File: src/rtl/seg7_pkg.sv
// seg7_pkg
//   Types and constants shared by the seven-segment encoder and the scan
//   decoder: the segment-vector type, the 16 hex segment patterns
//   (active-low, index 0 = segment a ... index 6 = segment g), the decoder
//   FSM state enum, and the stability-counter width.
//   No ports (package).
package seg7_pkg;

  typedef logic [0:6] seg_vec_t;

  localparam seg_vec_t SEG_HEX_0 = 7'b0000001;
  localparam seg_vec_t SEG_HEX_1 = 7'b1001111;
  localparam seg_vec_t SEG_HEX_2 = 7'b0010010;
  localparam seg_vec_t SEG_HEX_3 = 7'b0000110;
  localparam seg_vec_t SEG_HEX_4 = 7'b1001100;
  localparam seg_vec_t SEG_HEX_5 = 7'b0100100;
  localparam seg_vec_t SEG_HEX_6 = 7'b0100000;
  localparam seg_vec_t SEG_HEX_7 = 7'b0001111;
  localparam seg_vec_t SEG_HEX_8 = 7'b0000000;
  localparam seg_vec_t SEG_HEX_9 = 7'b0000100;
  localparam seg_vec_t SEG_HEX_A = 7'b0001000;
  localparam seg_vec_t SEG_HEX_B = 7'b1100000;
  localparam seg_vec_t SEG_HEX_C = 7'b0110001;
  localparam seg_vec_t SEG_HEX_D = 7'b1000010;
  localparam seg_vec_t SEG_HEX_E = 7'b0110000;
  localparam seg_vec_t SEG_HEX_F = 7'b0111000;

  typedef enum logic [1:0] {
    ST_IDLE  = 2'd0,
    ST_COUNT = 2'd1,
    ST_HOLD  = 2'd2
  } scan_state_t;

  localparam int CNT_W = 8;

endpackage

File: src/rtl/seg7_pattern_decode.sv
// seg7_pattern_decode
//   Combinational lookup of an active-low seven-segment pattern into its
//   hex nibble.
//   Ports:
//     pattern [0:6]  segment pattern, bit 0 = a ... bit 6 = g (active-low)
//     nibble  [3:0]  decoded hex value (0 when the pattern is not legal)
//     legal          1 when the pattern is one of the 16 hex glyphs
module seg7_pattern_decode (
  input  logic [0:6] pattern,
  output logic [3:0] nibble,
  output logic       legal
);
  import seg7_pkg::*;

  always_comb begin
    nibble = 4'h0;
    legal  = 1'b1;
    case (pattern)
      SEG_HEX_0: nibble = 4'h0;
      SEG_HEX_1: nibble = 4'h1;
      SEG_HEX_2: nibble = 4'h2;
      SEG_HEX_3: nibble = 4'h3;
      SEG_HEX_4: nibble = 4'h4;
      SEG_HEX_5: nibble = 4'h5;
      SEG_HEX_6: nibble = 4'h6;
      SEG_HEX_7: nibble = 4'h7;
      SEG_HEX_8: nibble = 4'h8;
      SEG_HEX_9: nibble = 4'h9;
      SEG_HEX_A: nibble = 4'hA;
      SEG_HEX_B: nibble = 4'hB;
      SEG_HEX_C: nibble = 4'hC;
      SEG_HEX_D: nibble = 4'hD;
      SEG_HEX_E: nibble = 4'hE;
      SEG_HEX_F: nibble = 4'hF;
      default:   legal  = 1'b0;
    endcase
  end

endmodule

File: src/rtl/seg7_scan_decoder.sv
// seg7_scan_decoder
//   Snoops a multiplexed seven-segment display bus and recovers the hex word
//   being shown. A digit is accepted once its {anode, segment} sample has been
//   stable for STABLE_CYCLES consecutive samples; when every digit position
//   has been accepted the full word is published with a one-cycle o_valid.
//   Optional feature macro: SEG7DEC_ERRCNT_EN adds o_err_cnt.
//   Parameters:
//     STABLE_CYCLES  identical samples needed to accept a digit (1..255)
//     NUM_DIGITS     number of multiplexed digit positions
//   Ports:
//     i_clk                  clock, rising edge
//     i_rst                  synchronous active-high reset
//     i_seg     [0:6]        active-low segments, bit 0 = a ... bit 6 = g
//     i_an      [ND-1:0]     active-low digit enables (one-hot-low or all-high)
//     o_word    [4*ND-1:0]   recovered word, digit k in bits [4k+3:4k]
//     o_valid                one-cycle pulse per recovered frame
//     o_err                  one-cycle pulse on illegal pattern / anode vector
//     o_err_cnt [7:0]        saturating o_err count (SEG7DEC_ERRCNT_EN only)
//
//   state    | meaning
//   ---------+--------------------------------------------------------------
//   ST_IDLE  | display blanked or after an illegal anode vector; no digit
//   ST_COUNT | one digit enabled, counting consecutive identical samples
//   ST_HOLD  | current sample already accepted; wait for it to change
module seg7_scan_decoder #(
  parameter int STABLE_CYCLES = 4,
  parameter int NUM_DIGITS    = 4
) (
  input  logic                    i_clk,
  input  logic                    i_rst,
  input  logic [0:6]              i_seg,
  input  logic [NUM_DIGITS-1:0]   i_an,
  output logic [4*NUM_DIGITS-1:0] o_word,
  output logic                    o_valid,
  output logic                    o_err
`ifdef SEG7DEC_ERRCNT_EN
  ,
  output logic [7:0]              o_err_cnt
`endif
);
  import seg7_pkg::*;

  localparam int LOW_W = $clog2(NUM_DIGITS + 1);
  localparam int IDX_W = (NUM_DIGITS > 1) ? $clog2(NUM_DIGITS) : 1;
  localparam logic [CNT_W-1:0] CNT_TC  = CNT_W'(STABLE_CYCLES);
  localparam logic [CNT_W-1:0] CNT_MAX = '1;

  scan_state_t             state;
  logic [NUM_DIGITS-1:0]   smp_an;
  logic [NUM_DIGITS-1:0]   prev_an;
  logic [0:6]              smp_seg;
  logic [0:6]              prev_seg;
  logic [CNT_W-1:0]        cnt;
  logic [CNT_W-1:0]        cnt_new;
  logic [NUM_DIGITS-1:0]   seen;
  logic [NUM_DIGITS-1:0]   seen_cap;
  logic [4*NUM_DIGITS-1:0] slots;
  logic [4*NUM_DIGITS-1:0] slots_cap;
  logic [LOW_W-1:0]        low_cnt;
  logic [IDX_W-1:0]        digit_idx;
  logic [3:0]              pat_nibble;
  logic                    pat_legal;
  logic                    an_blank;
  logic                    an_onehot;
  logic                    an_multi;
  logic                    same;
  logic                    hold_keep;
  logic                    capture;
  logic                    frame_done;
  logic                    err_evt;

  seg7_pattern_decode u_decode (
    .pattern (smp_seg),
    .nibble  (pat_nibble),
    .legal   (pat_legal)
  );

  // Number of enabled (low) anodes and the position of the enabled one.
  always_comb begin
    low_cnt   = '0;
    digit_idx = '0;
    for (int i = 0; i < NUM_DIGITS; i++) begin
      if (!smp_an[i]) begin
        low_cnt   = low_cnt + LOW_W'(1);
        digit_idx = IDX_W'(i);
      end
    end
  end

  assign an_blank  = (low_cnt == '0);
  assign an_onehot = (low_cnt == LOW_W'(1));
  assign an_multi  = !an_blank && !an_onehot;
  assign same      = (smp_an == prev_an) && (smp_seg == prev_seg);
  assign hold_keep = (state == ST_HOLD) && same;

  // Any entry into counting (from IDLE, HOLD, or a changed sample) starts at 1,
  // so STABLE_CYCLES == 1 accepts on the very first sample.
  assign cnt_new = ((state == ST_COUNT) && same)
                 ? ((cnt == CNT_MAX) ? cnt : cnt + CNT_W'(1))
                 : CNT_W'(1);

  assign capture = an_onehot && !hold_keep && (cnt_new == CNT_TC);

  // A held illegal anode vector reports once; a new illegal vector reports again.
  assign err_evt = (an_multi && (smp_an != prev_an)) || (capture && !pat_legal);

  always_comb begin
    slots_cap                   = slots;
    slots_cap[4*digit_idx +: 4] = pat_nibble;
  end

  assign seen_cap   = seen | ~smp_an;
  assign frame_done = &seen_cap;

  always_ff @(posedge i_clk) begin
    if (i_rst) begin
      state    <= ST_IDLE;
      smp_an   <= '1;
      smp_seg  <= '1;
      prev_an  <= '1;
      prev_seg <= '1;
      cnt      <= '0;
      seen     <= '0;
      slots    <= '0;
      o_word   <= '0;
      o_valid  <= 1'b0;
      o_err    <= 1'b0;
    end else begin
      smp_an   <= i_an;
      smp_seg  <= i_seg;
      prev_an  <= smp_an;
      prev_seg <= smp_seg;
      o_valid  <= 1'b0;
      o_err    <= err_evt;

      // Illegal or blank anodes take priority, so no capture can coincide.
      if (an_multi || an_blank) begin
        state <= ST_IDLE;
        cnt   <= '0;
      end else if (!hold_keep) begin
        cnt <= cnt_new;
        if (capture) begin
          state <= ST_HOLD;
          if (pat_legal) begin
            slots <= slots_cap;
            if (frame_done) begin
              o_word  <= slots_cap;
              o_valid <= 1'b1;
              seen    <= '0;
            end else begin
              seen <= seen_cap;
            end
          end
        end else begin
          state <= ST_COUNT;
        end
      end
    end
  end

`ifdef SEG7DEC_ERRCNT_EN
  always_ff @(posedge i_clk) begin
    if (i_rst) begin
      o_err_cnt <= '0;
    end else if (err_evt && (o_err_cnt != 8'hFF)) begin
      o_err_cnt <= o_err_cnt + 8'd1;
    end
  end
`endif

endmodule

File: config.mk
export PLATFORM = sky130hd
export DESIGN_NAME = seg7_scan_decoder
export DESIGN_NICKNAME = d
export VERILOG_FILES = /design/src/rtl/seg7_pkg.sv /design/src/rtl/seg7_pattern_decode.sv /design/src/rtl/seg7_scan_decoder.sv
export SDC_FILE = /design/constraint.sdc
export NUM_CORES = 1
export LEC_CHECK = 0
export ABC_AREA = 1
export BUFFER_PORTS_ARGS = -buffer_cell sky130_fd_sc_hd__buf_2
export CORE_ASPECT_RATIO = 2
export CORE_UTILIZATION = 25
export DETAILED_ROUTE_END_ITERATION = 8
export GPL_TIMING_DRIVEN = 1
export PLACE_DENSITY = 0.43
export SETUP_SLACK_MARGIN = 0.15
export SLEW_MARGIN = 20
export SYNTH_ARGS = -nofsm -noshare
export SYNTH_HDL_FRONTEND = slang
export SYNTH_SLANG_ARGS = --single-unit
File: constraint.sdc
create_clock -name i_clk -period 6.6 [get_ports i_clk]
set_input_delay 0.66 -clock i_clk [delete_from_list [all_inputs] [get_ports i_clk]]
set_output_delay 0.66 -clock i_clk [all_outputs]
set_load 0.005 [all_outputs]
==> results, run 1 <==
- In this run, distinct cell masters in the synthesized netlist total 34.
- The number of optimization iterations in the first detailed-route pass is 4.
- Setup total negative slack on the finished layout was measured at 0 ps.
- Clock-pin slew was measured on the worst setup and hold paths at 60 ps.
- In the final routed layout, each cell accounts on average for 11.6 um.
- The max-slew headroom at the worst pin is 54.5%.
- The number of max-slew violations in the final report was 0.
- After detailed placement, the total cell area comes to 0.00410 sq mm.
- The number of antenna diodes is 0.
- The detailed router placed 3491 vias in this run.
- The worst hold margin is 483 ps.
- The pin count of the biggest net entering global routing is 35.
- Max-cap violations in this run came to 0.
- The net count reported at finish is 648.
- Once detail routing completed, the nets flagged for antenna violations numbered 0.
- The number of cell rows is 63.
- The kind of path behind the tightest hold check is reg2reg.
- Hold repair after CTS inserted 0 buffers.
- Between clock sinks in the finished design, the worst skew comes to 6.61 ps.
- The leakage power figure is 2.16 nW.
- The final weighted congestion in routability-driven placement is 0.829.
- Setup violations remaining at the end of the flow were counted as 0.
- For this design the top-level I/O count stands at 31.
- The final layout contains routed wiring with a total length of 9620 um.
- TritonCTS built the clock tree.
- The start-to-end type of the worst setup path is reg2reg.
- The later pin in the worst-skew pair is clocked with a latency of 340 ps.
- In the layout the commonest cells are sky130_fd_sc_hd__nand2_1 (180), sky130_fd_sc_hd__nor2_1 (108), sky130_fd_sc_hd__inv_1 (95).
- The run finished with clean final reports.
- Synthesis produced a netlist with a net count of 621.
- Setup repair after global routing left no endpoint under its margin.
- The global-route wire length before repair is 15500 um.
- The number of standard cells after synthesis is 601.
- The first routing iteration left 88 violations.
- For this run, the number of Yosys warnings is 0.
- The area of all placed cells without fillers is 0.00442 sq mm.
- For the worst setup path, the data arrival time is 3370 ps.
- The path with the worst hold slack has its endpoint at seen[1]$_SDFFE_PP0P_.
- The worst register-to-register path begins at smp_an[1]$_SDFF_PP1_.
- The clock tree root driver cell is sky130_fd_sc_hd__clkbuf_16.
- Of all cell types, the one taking the most synthesized area is sky130_fd_sc_hd__dfxtp_1.
- Summed over its instances, the top area cell type makes up 36.9% of the synthesized netlist area.
- For the pin with the worst max-slew slack, the measured transition is 682 ps.
- The most common cell after layout, fill and taps aside is sky130_fd_sc_hd__nand2_1.
- Yosys attributes the largest share of cell area to sky130_fd_sc_hd__dfxtp_1 (37%), sky130_fd_sc_hd__nand2_1 (18%), sky130_fd_sc_hd__nor2_1 (11%), sky130_fd_sc_hd__inv_1 (9.4%), sky130_fd_sc_hd__nand4_1 (4.8%).
- In the routed layout, each cell is associated on average with a via count of 4.22.
- The height of the die is 176 um.
- The number of global-route vias before repair is 3328.
- The remaining design rule violation count is 0.
- In this run, CTS created clock tree buffers numbering 9.
- In this run the critical register-to-register path is captured at seen[3]$_SDFFE_PP0P_.
- The clock tree synthesis step divided the H-tree into 3 levels.
- In this run the deepest clock path goes through 2 buffers.
- Global routing used 13.1% of the available tracks.
- The die area is 0.0157 sq mm.
- The maximum VDD drop is 0.108 mV.
- The peak fanout along the critical path is 28.
- The startpoint kind of the worst setup timing path is a flop.
- The aggregate global routing overflow is 0.
- Counting cells, the worst reg-to-reg path comes to 18.
- The share of post-route cells with drive strength above 1 is 12.2%.
- The fraction of registers with async set/reset is 0%.
- The part of the Yosys area used for sequential elements is 36.9%.
- Counting flops with a built-in enable in the synthesized netlist gives 0.
- The clock net sink count is 70.
- The number of stages on the worst hold path is 2.
- The number of resized instances in the post-cts repair step is 0.
- The synthesized netlist occupies a cell area of 0.00379 sq mm.
- The hold violation count in the final report came to 0.
- The worst hold path begins at seen[1]$_SDFFE_PP0P_.
- The count of buffers from port buffering is 30.
- The area added between synthesis and finish is 16.5%.
- The register-to-register path setup slack is 3500 ps.
- The highest clock rate is 0.322 GHz.
- Buffers added to address setup during post-CTS repair amount to 0.
- After synthesis the netlist holds a flip-flop and latch count of 70.
- The worst path in the final design needs a cycle of 3100 ps, including I/O delays and setup.
- The HPWL after detailed placement is 7440 um.
- The dominant synthesized flop cell is sky130_fd_sc_hd__dfxtp_1.
- The number of antenna violations at the first check in global routing was 0.
- The worst setup path is captured at a flop.
- After floorplanning, the core was sized to cover 0.0148 sq mm.
- For this design the ratio of total power to cell area is 235 mW/mm^2.
- The worst path uses 47.0% of the clock period.
- A synthesized cell averages 6.31 sq um.
- The effective utilization at floorplan is 25.6%.
- STA puts the critical path data required time at 6870 ps.
- The die is 89.1 um wide.
==> metal layers <==
metal	vias up	global-route usage (%)	wire length, um
met5	-	0	0
met4	0	5.29	202
met3	11	2.76	226
met2	36	25.4	5440
met1	1566	12.9	3750
li1	1878	-	-
==> registers in the layout, indices dropped and copies added, names as in the netlist <==
name      flops
o_word       16
slots        16
cnt           8
prev_seg      7
smp_seg       7
prev_an       4
seen          4
smp_an        4
state         2
o_err         1
o_valid       1
==> critical path: stages (launching register included) <==
cell	delay, ps
sky130_fd_sc_hd__dfxtp_1	380
sky130_fd_sc_hd__inv_1	110
sky130_fd_sc_hd__ha_1	320
sky130_fd_sc_hd__inv_1	60
sky130_fd_sc_hd__nand2_1	40
sky130_fd_sc_hd__nand2_1	80
sky130_fd_sc_hd__inv_1	60
sky130_fd_sc_hd__ha_1	280
sky130_fd_sc_hd__nor2_1	100
sky130_fd_sc_hd__o21ai_0	90
sky130_fd_sc_hd__nor2_1	120
sky130_fd_sc_hd__nand2_1	100
sky130_fd_sc_hd__nor2_1	90
sky130_fd_sc_hd__nand2_1	90
sky130_fd_sc_hd__nor2_4	390
sky130_fd_sc_hd__nand2_4	280
sky130_fd_sc_hd__clkinv_2	240
sky130_fd_sc_hd__nor2_1	60
sky130_fd_sc_hd__nor2_1	120
==> layout make-up <==
class | count | area (sq um)
repair buffers | 32 | 165
multi-input cells | 411 | 1890
clock buffers | 10 | 239
clock inverters | 6 | 85.1
well taps | 195 | 244
inverters | 104 | 392
flip-flops and latches | 70 | 1400
fillers | 1723 | 10400
==> logic make-up after synthesis <==
family          after synthesis  share of synthesized area (%)
xor+xnor                      6                           1.38
simple gates                360                           40.9
flops                        70                           36.9
buf+inv                     120                           13.2
compound gates               38                           5.31
fa+ha+maj                     7                           2.31
==> worst max path at each step <==
stage	start	endpoint	slack [ps]
floorplan	smp_an[0]$_SDFF_PP1_	o_word[3]$_SDFFE_PP0P_	4180
global placement	smp_an[0]$_SDFF_PP1_	slots[10]$_SDFFE_PP0P_	3610
detailed placement	smp_an[0]$_SDFF_PP1_	seen[3]$_SDFFE_PP0P_	3490
CTS	smp_an[0]$_SDFF_PP1_	seen[3]$_SDFFE_PP0P_	3460
global route	smp_an[0]$_SDFF_PP1_	slots[8]$_SDFFE_PP0P_	3090
finish	smp_an[1]$_SDFF_PP1_	seen[3]$_SDFFE_PP0P_	3500
==> per-stage QoR <==
| stage | cells | total power [mW] | setup WS [ps] | util [%] |
|---|---|---|---|---|
| 6_report | 828 | 1.04 | 3500 | 29.8 |
| 5_1_grt | 828 | 1.08 | 3090 | 29.8 |
| 4_1_cts | 828 | 1.05 | 3460 | 29.8 |
| 3_5_place_dp | 812 | 0.521 | 3490 | 27.6 |
| 3_3_place_gp | 812 | 0.521 | 3610 | 27.6 |
| 2_1_floorplan | 601 | 0.500 | 4180 | - |
==> power breakdown <==
group / total (mW) / internal (mW) / switching, mW
registers: 0.439 / 0.431 / 0.00785
logic: 0.0720 / 0.0238 / 0.0482
clock network: 0.529 / 0.340 / 0.189
==> cells in the mapped netlist (4+ instances only) <==
master / instances
sky130_fd_sc_hd__o21ai_0: 20
sky130_fd_sc_hd__xnor2_1: 5
sky130_fd_sc_hd__nand3_1: 15
sky130_fd_sc_hd__nor2_1: 108
sky130_fd_sc_hd__inv_1: 95
sky130_fd_sc_hd__ha_1: 7
sky130_fd_sc_hd__o21ai_1: 5
sky130_fd_sc_hd__nor3_1: 4
sky130_fd_sc_hd__a21oi_1: 9
sky130_fd_sc_hd__dfxtp_1: 70
sky130_fd_sc_hd__or2_2: 12
sky130_fd_sc_hd__nand2_1: 180
sky130_fd_sc_hd__clkbuf_1: 7
sky130_fd_sc_hd__buf_6: 6
sky130_fd_sc_hd__inv_2: 6
sky130_fd_sc_hd__nand4_1: 29
(Power assumes the default switching activity.)
==> run 2, diff against run 1 <==
Settings changed: ABC_AREA 1 to 0, PLACE_DENSITY 0.43 to 0.44.
Clock period 6.6 ns to 2.65 ns, I/O delays scaled along.
==> results, run 2 <==
- The clock tree root driver cell is sky130_fd_sc_hd__clkbuf_16.
- The library cell with the highest instance count after synthesis is sky130_fd_sc_hd__dfxtp_1.
- In this run the critical register-to-register path is launched from smp_an[1]$_SDFF_PP1_.
- The count of H-tree levels built during CTS is 3 (unchanged).
- The via-per-instance ratio was 4.74 (+12%).
- The share of total power in the clock network is 46.9% (-4.0 points).
- The leakage power figure is 1.98 nW (-8.5%).
- In the final layout, the registers with the most flip-flops are o_word (16), slots (16), cnt (8).
- The startpoint kind of the worst setup timing path is a flop.
- The number of optimization iterations in the first detailed-route pass is 6 (+2).
- The worst register-to-register path ends at slots[14]$_SDFFE_PP0P_.
- The area growth from synthesis to layout is 26.6%.
- The total number of vias is 3165 (-9.3%).
- The net count reported at finish was 491 (-24%).
- The clock net sink count came to 70 (unchanged).
- The start point of the worst min-delay path is i_seg[3].
- The detailed-route wire length per cell is 15.0 um (+29%).
- The clock tree from TritonCTS is yes.
- The transition at the pin with the smallest max-transition slack is 521 ps (-161 ps).
- The internal portion of total power is 1.83 mW (+130%).
- In this run the worst hold path is classified as in2reg.
- The worst hold margin is 110 ps (-373 ps).
- The total net switching power is 0.677 mW (+180%).
- The max-slew headroom at the worst pin is 65.3% (+11 points).
- The average cell area after synthesis is 8.66 sq um (+37%).
- The number of antenna diodes is 0 (unchanged).
- The hold violation count in the final report came to 0 (unchanged).
- Setup repair after global routing could not meet its margin everywhere.
- The die area is 0.0151 sq mm (-3.9%).
- The overall power consumption is 2.51 mW (+140%).
- The flow ran to the end, and the final reports show no timing, DRC or antenna violations.
- Leaving out fill and tap cells, the most frequent cell in the layout is sky130_fd_sc_hd__dfxtp_1.
- The fraction of the core area covered by cells at the end of the flow is 32.3% (+2.5 points).
- The count of flip-flops with a built-in enable after synthesis is 0 (unchanged).
- The clock tree buffer depth is 2 (unchanged).
- The placeable core region came to 0.0143 sq mm (-3.7%).
- The accumulated negative setup slack is 0 ps (unchanged).
- The net count after synthesis came to 441 (-29%).
- The highest clock rate is 0.391 GHz (+21%).
- The worst setup timing slack at the placement stage is -11.6 ps (-3500 ps).
- The number of standard cells after synthesis is 421 (-30%).
- The maximum clock skew at final layout is 9.62 ps (+3.00 ps).
- The final weighted congestion in routability-driven placement is 0.798 (-3.7%).
- After synthesis, the cell types taking the most area are sky130_fd_sc_hd__dfxtp_1 (38%), sky130_fd_sc_hd__mux2i_1 (9.1%), sky130_fd_sc_hd__nand2_1 (5.7%), sky130_fd_sc_hd__or2_2 (3.3%), sky130_fd_sc_hd__ha_1 (2.4%).
- The count of buffers from port buffering was 30 (unchanged).
- The area of all placed cells without fillers is 0.00461 sq mm (+4.4%).
- The total routed wirelength came to 10000 um (+4.1%).
- The number of stages on the worst hold path was 2 (unchanged).
- The critical path goes through inv_2 > ha_4 > xnor2_2 > ha_1 > nor2_2 > a22oi_1 > a211o_2 > nor4_4 > nand3_4 > buf_12 > mux2i_1.
- The width of the die is 87.4 um (-2.0%).
- By count the netlist is led by sky130_fd_sc_hd__dfxtp_1 (70), sky130_fd_sc_hd__nand2_1 (55), sky130_fd_sc_hd__mux2i_1 (33).
- The power density over the cells came to 544 mW/mm^2 (+130%).
- The final worst-path setup slack was 89.7 ps (-3410 ps).
- The total CTS buffers is 9 (unchanged).
- The part of the power in registers is 43.7% (+1.5 points).
- The peak fanout along the critical path was 8 (-71%).
- The synthesized design spends more area on one cell type than any other, namely sky130_fd_sc_hd__dfxtp_1.
- The yosys synthesis warning count is 0 (unchanged).
- The register-to-register path setup slack was 90 ps (-3410 ps).
- The number of max-slew violations in the final report is 0 (unchanged).
- The global-route wire length before repair is 16200 um (+4.5%).
- The count of different cell masters after synthesis came to 65 (+91%).
- The count of endpoints failing setup in the final report came to 0 (unchanged).
- The clock input transition at the sequential cells of the worst setup and hold paths is 60 ps (about the same).
- The clock insertion delay at the later pin of the skew report is 340 ps (about the same).
- The number of antenna violations at the first check in global routing came to 0 (unchanged).
- The count of routing violations after the opening detailed-route iteration is 127 (+44%).
- For hold timing, the worst endpoint is smp_seg[3]$_SDFF_PP1_.
- The height of the die was 173 um (-2.0%).
- The share of the synthesized area in the top cell type came to 38.4% (+1.5 points).
- The fraction of registers with async set/reset is 0% (unchanged).
- The switching power as a share of total power is 27.0% (+3.4 points).
- The total global-route track usage is 14.2% (+1.1 points).
- The share of post-route cells with drive strength above 1 is 27.3% (+15 points).
- The final worst-path cycle share was 96.6% (+50 points).
- The part of the Yosys area used for sequential elements is 38.4% (+1.5 points).
- The delay of the slowest critical-path stage was 360 ps (-30 ps).
- The clock period minus worst slack is 2560 ps (-541 ps).
- The total I/O pin count was 31 (unchanged).
- The number of nets with antenna violations after routing is 0 (unchanged).
- The critical path arrival is 2770 ps (-600 ps).
- The pin count of the biggest net entering global routing was 29 (-17%).
- The slowest cell on the critical path is sky130_fd_sc_hd__a211o_2.
- The number of global-route vias before repair is 3134 (-5.8%).
- The aggregate global routing overflow is 0 (unchanged).
- The flop and latch count out of synthesis is 70 (unchanged).
- The data required time of the worst path was 2860 ps (-4010 ps).
- The mapped cell area was 0.00364 sq mm (-4.0%).
- The number of placed instances, taps included came to 643 (-21%).
- The remaining design rule violation count is 0 (unchanged).
- The HPWL after detailed placement is 7310 um (-1.7%).
- The number of cells traversed by the worst register-to-register path is 11 (-7).
- The total placed instance area came to 0.00417 sq mm (+1.8%).
- The share of total power in combinational logic is 9.4% (+2.5 points).
- The number of cell rows is 62 (-1.6%).
- The maximum VDD drop came to 0.244 mV (+130%).
- The library cells used most frequently in the layout, excluding fill and tap cells, are sky130_fd_sc_hd__dfxtp_1 (66), sky130_fd_sc_hd__nand2_1 (55), sky130_fd_sc_hd__mux2i_1 (32), sky130_fd_sc_hd__buf_4 (32), sky130_fd_sc_hd__buf_2 (30).
- The final standard cell count with taps included and fillers excluded came to 668 (-19%).
- For this run, the leading register cell type out of synthesis is sky130_fd_sc_hd__dfxtp_1.
- By startpoint and endpoint, the worst setup path is classified as reg2reg.
- The count of maximum capacitance violations is 0 (unchanged).
- The critical path endpoint category is a flop.
- The effective utilization at floorplan came to 25.5% (-0.073 points).
## run 2: critical path: cells and delay by family, from the launching register on
family	cells	cell delay, ps
buf+inv	2	240
fa+ha+maj	2	540
mux	1	110
simple gates	3	610
xor+xnor	1	130
flops	1	350
compound gates	2	450
## run 2: worst max path at each step
stage | startpoint | end | slack (ps) | cells past startpoint
after global placement | smp_an[2]$_SDFF_PP1_ | slots[6]$_SDFFE_PP0P_ | 100 | 10
after global routing | smp_an[1]$_SDFF_PP1_ | slots[14]$_SDFFE_PP0P_ | 20 | 11
after CTS | smp_an[1]$_SDFF_PP1_ | slots[14]$_SDFFE_PP0P_ | 100 | 11
after detailed placement | smp_an[0]$_SDFF_PP1_ | slots[5]$_SDFFE_PP0P_ | -10 | 11
final | smp_an[1]$_SDFF_PP1_ | slots[14]$_SDFFE_PP0P_ | 90 | 11
after floorplan | smp_an[0]$_SDFF_PP1_ | slots[14]$_SDFFE_PP0P_ | 160 | 11
## run 2: cell type report
type	instances	area, sq um
fill	1530	9660
multi-input combinational	308	2130
sequential	70	1410
timing repair buffer	67	480
tap	192	240
clock buffer	9	225
clock inverter	7	65.1
inverter	15	58.8
## run 2: routing by layer
layer | vias to the layer above | GRT usage (%) | share of wire, % | wire length [um]
li1 | 1599 | - | - | -
met1 | 1505 | 14.8 | 38 | 3800
met2 | 48 | 26.8 | 57 | 5760
met3 | 13 | 2.48 | 2.4 | 242
met4 | 0 | 5.74 | 2.1 | 213
met5 | - | 0 | 0 | 0
## run 2: logic make-up (layout without fill, tap and decap cells)
kind of cell	after synthesis	after routing	share of synthesized area, %
mux	33	33	9.06
xor+xnor	14	14	3.36
fa+ha+maj	7	7	2.40
simple gates	179	179	27.7
flops	70	70	38.4
buf+inv	43	98	4.87
compound gates	75	75	14.2
## run 2: timing repair
action	in CTS	in global routing
cloned	1	0
setup endpoints to repair	33	43
gates resized for setup	10	8
setup buffers	5	3
pin swaps	9	4
hold buffers	0	0
## run 2: power groups by stage
stage	clock network (mW)	logic, mW	registers (mW)
finish	1.18	0.235	1.10
global route	1.25	0.259	1.10
CTS	1.22	0.227	1.10
detailed placement	0	0.210	1.12
global placement	0	0.208	1.12
floorplan	0	0.149	1.11
==> run 3, diff against run 2 <==
Settings changed: PLACE_DENSITY 0.44 to 0.43.
Clock period 2.65 ns to 2.5 ns, I/O delays scaled along.
==> results, run 3 (synthesis gave the netlist of run 2 again) <==
- The run finished with clean final reports.
- The number of placed instances, taps included is 658 (+2.3%).
- The die area was 0.0151 sq mm (unchanged).
- The max-slew headroom at the worst pin is 63.8% (-1.5 points).
- The total number of vias is 3185 (+0.63%).
- The leakage power figure is 2.05 nW (+3.5%).
- The area added between synthesis and finish is 30.2%.
- The hold violation count in the final report is 0 (unchanged).
- The clock tree buffer depth is 2 (unchanged).
- Setup repair after global routing could not meet its margin everywhere.
- The pin count of the biggest net entering global routing came to 40 (+38%).
- The clock period minus worst slack was 2490 ps (-71.1 ps).
- The transition at the pin with the smallest max-transition slack was 540 ps (+19.0 ps).
- The peak fanout along the critical path is 16 (+8).
- The footprint of the multi-input gates was 0.00217 sq mm (+1.9%).
- The highest clock rate came to 0.402 GHz (+2.9%).
- The critical path arrival is 2700 ps (-70 ps).
- The net count reported at finish is 500 (+1.8%).
- The count of routing violations after the opening detailed-route iteration is 74 (-42%).
- The overall power consumption is 2.82 mW (+12%).
- The height of the die is 173 um (unchanged).
- STA classifies the critical path endpoint as a flop.
- The number of max-slew violations in the final report is 0 (unchanged).
- The start-to-end type of the worst setup path is reg2reg.
- The share of post-route cells with drive strength above 1 is 30.3% (+3.0 points).
- The startpoint kind of the worst setup timing path is a flop.
- The aggregate global routing overflow is 0 (unchanged).
- The final weighted congestion in routability-driven placement was 0.888 (+11%).
- The clock tree from TritonCTS is yes.
- The remaining design rule violation count was 0 (unchanged).
- The effective utilization at floorplan came to 25.5% (unchanged).
- The count of buffers from port buffering is 30 (unchanged).
- The number of optimization iterations in the first detailed-route pass came to 4 (-2).
- The data required time of the worst path is 2710 ps (-150 ps).
- The fraction of the core area covered by cells at the end of the flow came to 33.3% (+0.94 points).
- The number of antenna violations at the first check in global routing is 0 (unchanged).
- The final worst-path cycle share came to 99.6% (+3.0 points).
- The final standard cell count with taps included and fillers excluded is 677 (+1.3%).
- The maximum clock skew at final layout was 7.36 ps (-2.25 ps).
- The number of antenna diodes is 0 (unchanged).
- The maximum VDD drop is 0.306 mV (+26%).
- The count of H-tree levels built during CTS is 3 (unchanged).
- The number of fill cells in the layout was 1551 (+1.4%).
- The top cell types in the final layout, fill and taps aside, are sky130_fd_sc_hd__dfxtp_1 (65), sky130_fd_sc_hd__nand2_1 (55), sky130_fd_sc_hd__buf_4 (40).
- The placeable core region was 0.0143 sq mm (unchanged).
- The slowest cell on the critical path is sky130_fd_sc_hd__or4_4.
- The most numerous cell type found on the critical path is sky130_fd_sc_hd__or4_4.
- The total I/O pin count is 31 (unchanged).
- The delay of the slowest critical-path stage was 570 ps (+210 ps).
- Walking the worst path, the cells encountered are xor2_1 > or4_4 > or4_4 > nor4_4 > nand3_4 > buf_12 > mux2i_1.
- The clock input transition at the sequential cells of the worst setup and hold paths is 60 ps (about the same).
- The width of the die is 87.4 um (unchanged).
- The number of cell rows is 62 (unchanged).
- The hold buffer count at CTS is 0 (unchanged).
- The total global-route track usage came to 14.3% (+0.10 points).
- The global-route wire length before repair is 16200 um (-0.17%).
- The worst hold margin is 87.5 ps (-22.2 ps).
- The total CTS buffers came to 9 (unchanged).
- The storage element area is 0.00141 sq mm (about the same).
- The power density over the cells is 593 mW/mm^2 (+9.0%).
- The root buffer cell chosen for the clock tree is sky130_fd_sc_hd__clkbuf_16.
- The largest registers in the layout are o_word (16), slots (16), cnt (8).
- The most common cell after layout, fill and taps aside is sky130_fd_sc_hd__dfxtp_1.
- The min-delay analysis places its worst path in the category in2reg.
- The count of maximum capacitance violations is 0 (unchanged).
- The HPWL after detailed placement is 7680 um (+5.0%).
- The detailed-route wire length per cell is 14.9 um (-0.78%).
- The via-per-instance ratio is 4.70 (-0.71%).
- The total routed wirelength is 10100 um (+0.56%).
- The clock net sink count is 70 (unchanged).
- The clock insertion delay at the later pin of the skew report is 340 ps (about the same).
- The number of global-route vias before repair was 3181 (+1.5%).
- The count of endpoints failing setup in the final report came to 0 (unchanged).
- The number of nets with antenna violations after routing is 0 (unchanged).
-- run 3: critical path, delay by kind of cell (launching register included) --
family        cells  cell delay (ps)
xor+xnor          1              150
mux               1              130
buf+inv           1              180
flops             1              320
simple gates      4             1580
-- run 3: where the power goes --
part	switching (mW)	internal (mW)
logic	0.143	0.121
registers	0.0210	1.14
clock network	0.517	0.876
total	0.681	2.14
-- run 3: stage by stage --
stage               area (sq um)  worst slack, ps  setup TNS, ps
global route                4750             -109          -2250
CTS                         4640            -5.08          -5.08
detailed placement          4300            -48.1           -523
global placement            4300             29.1              0
finish                      4750             10.9              0
floorplan                   3680             14.2              0
-- run 3: repair_timing --
| item | in CTS | in global routing |
|---|---|---|
| setup endpoints to repair | 48 | 45 |
| setup buffers | 0 | 3 |
| resized for setup | 7 | 17 |
| pin swaps | 2 | 14 |
-- run 3: metal layers --
layer | wire length, um | share of wire, % | global-route usage (%) | vias up
met2 | 5910 | 59 | 27.9 | 44
met1 | 3630 | 36 | 13.4 | 1503
met5 | 0 | 0 | 0 | -
met3 | 163 | 1.6 | 2.00 | 23
met4 | 363 | 3.6 | 8.27 | 0
li1 | - | - | - | 1615
-- run 3: final cells by class --
class | count | share of cell area [%]
Timing Repair Buffer | 76 | 11.5
Inverter | 15 | 1.19
Sequential cell | 70 | 29.7
Tap cell | 192 | 5.06
Clock inverter | 7 | 2.08
Multi-Input combinational cell | 308 | 45.8
Clock buffer | 9 | 4.74
-- run 3: path summary, 6_finish.rpt --
check | from | endpoint | slack, ps | depth (start not counted)
setup reg to reg | smp_seg[2]$_SDFF_PP1_ | slots[12]$_SDFFE_PP0P_ | 10 | 7
hold / removal | i_seg[5] | smp_seg[5]$_SDFF_PP1_ | 90 | 2
hold reg to reg | slots[5]$_SDFFE_PP0P_ | slots[5]$_SDFFE_PP0P_ | 460 | 2
setup / recovery | smp_seg[2]$_SDFF_PP1_ | slots[12]$_SDFFE_PP0P_ | 10 | 7
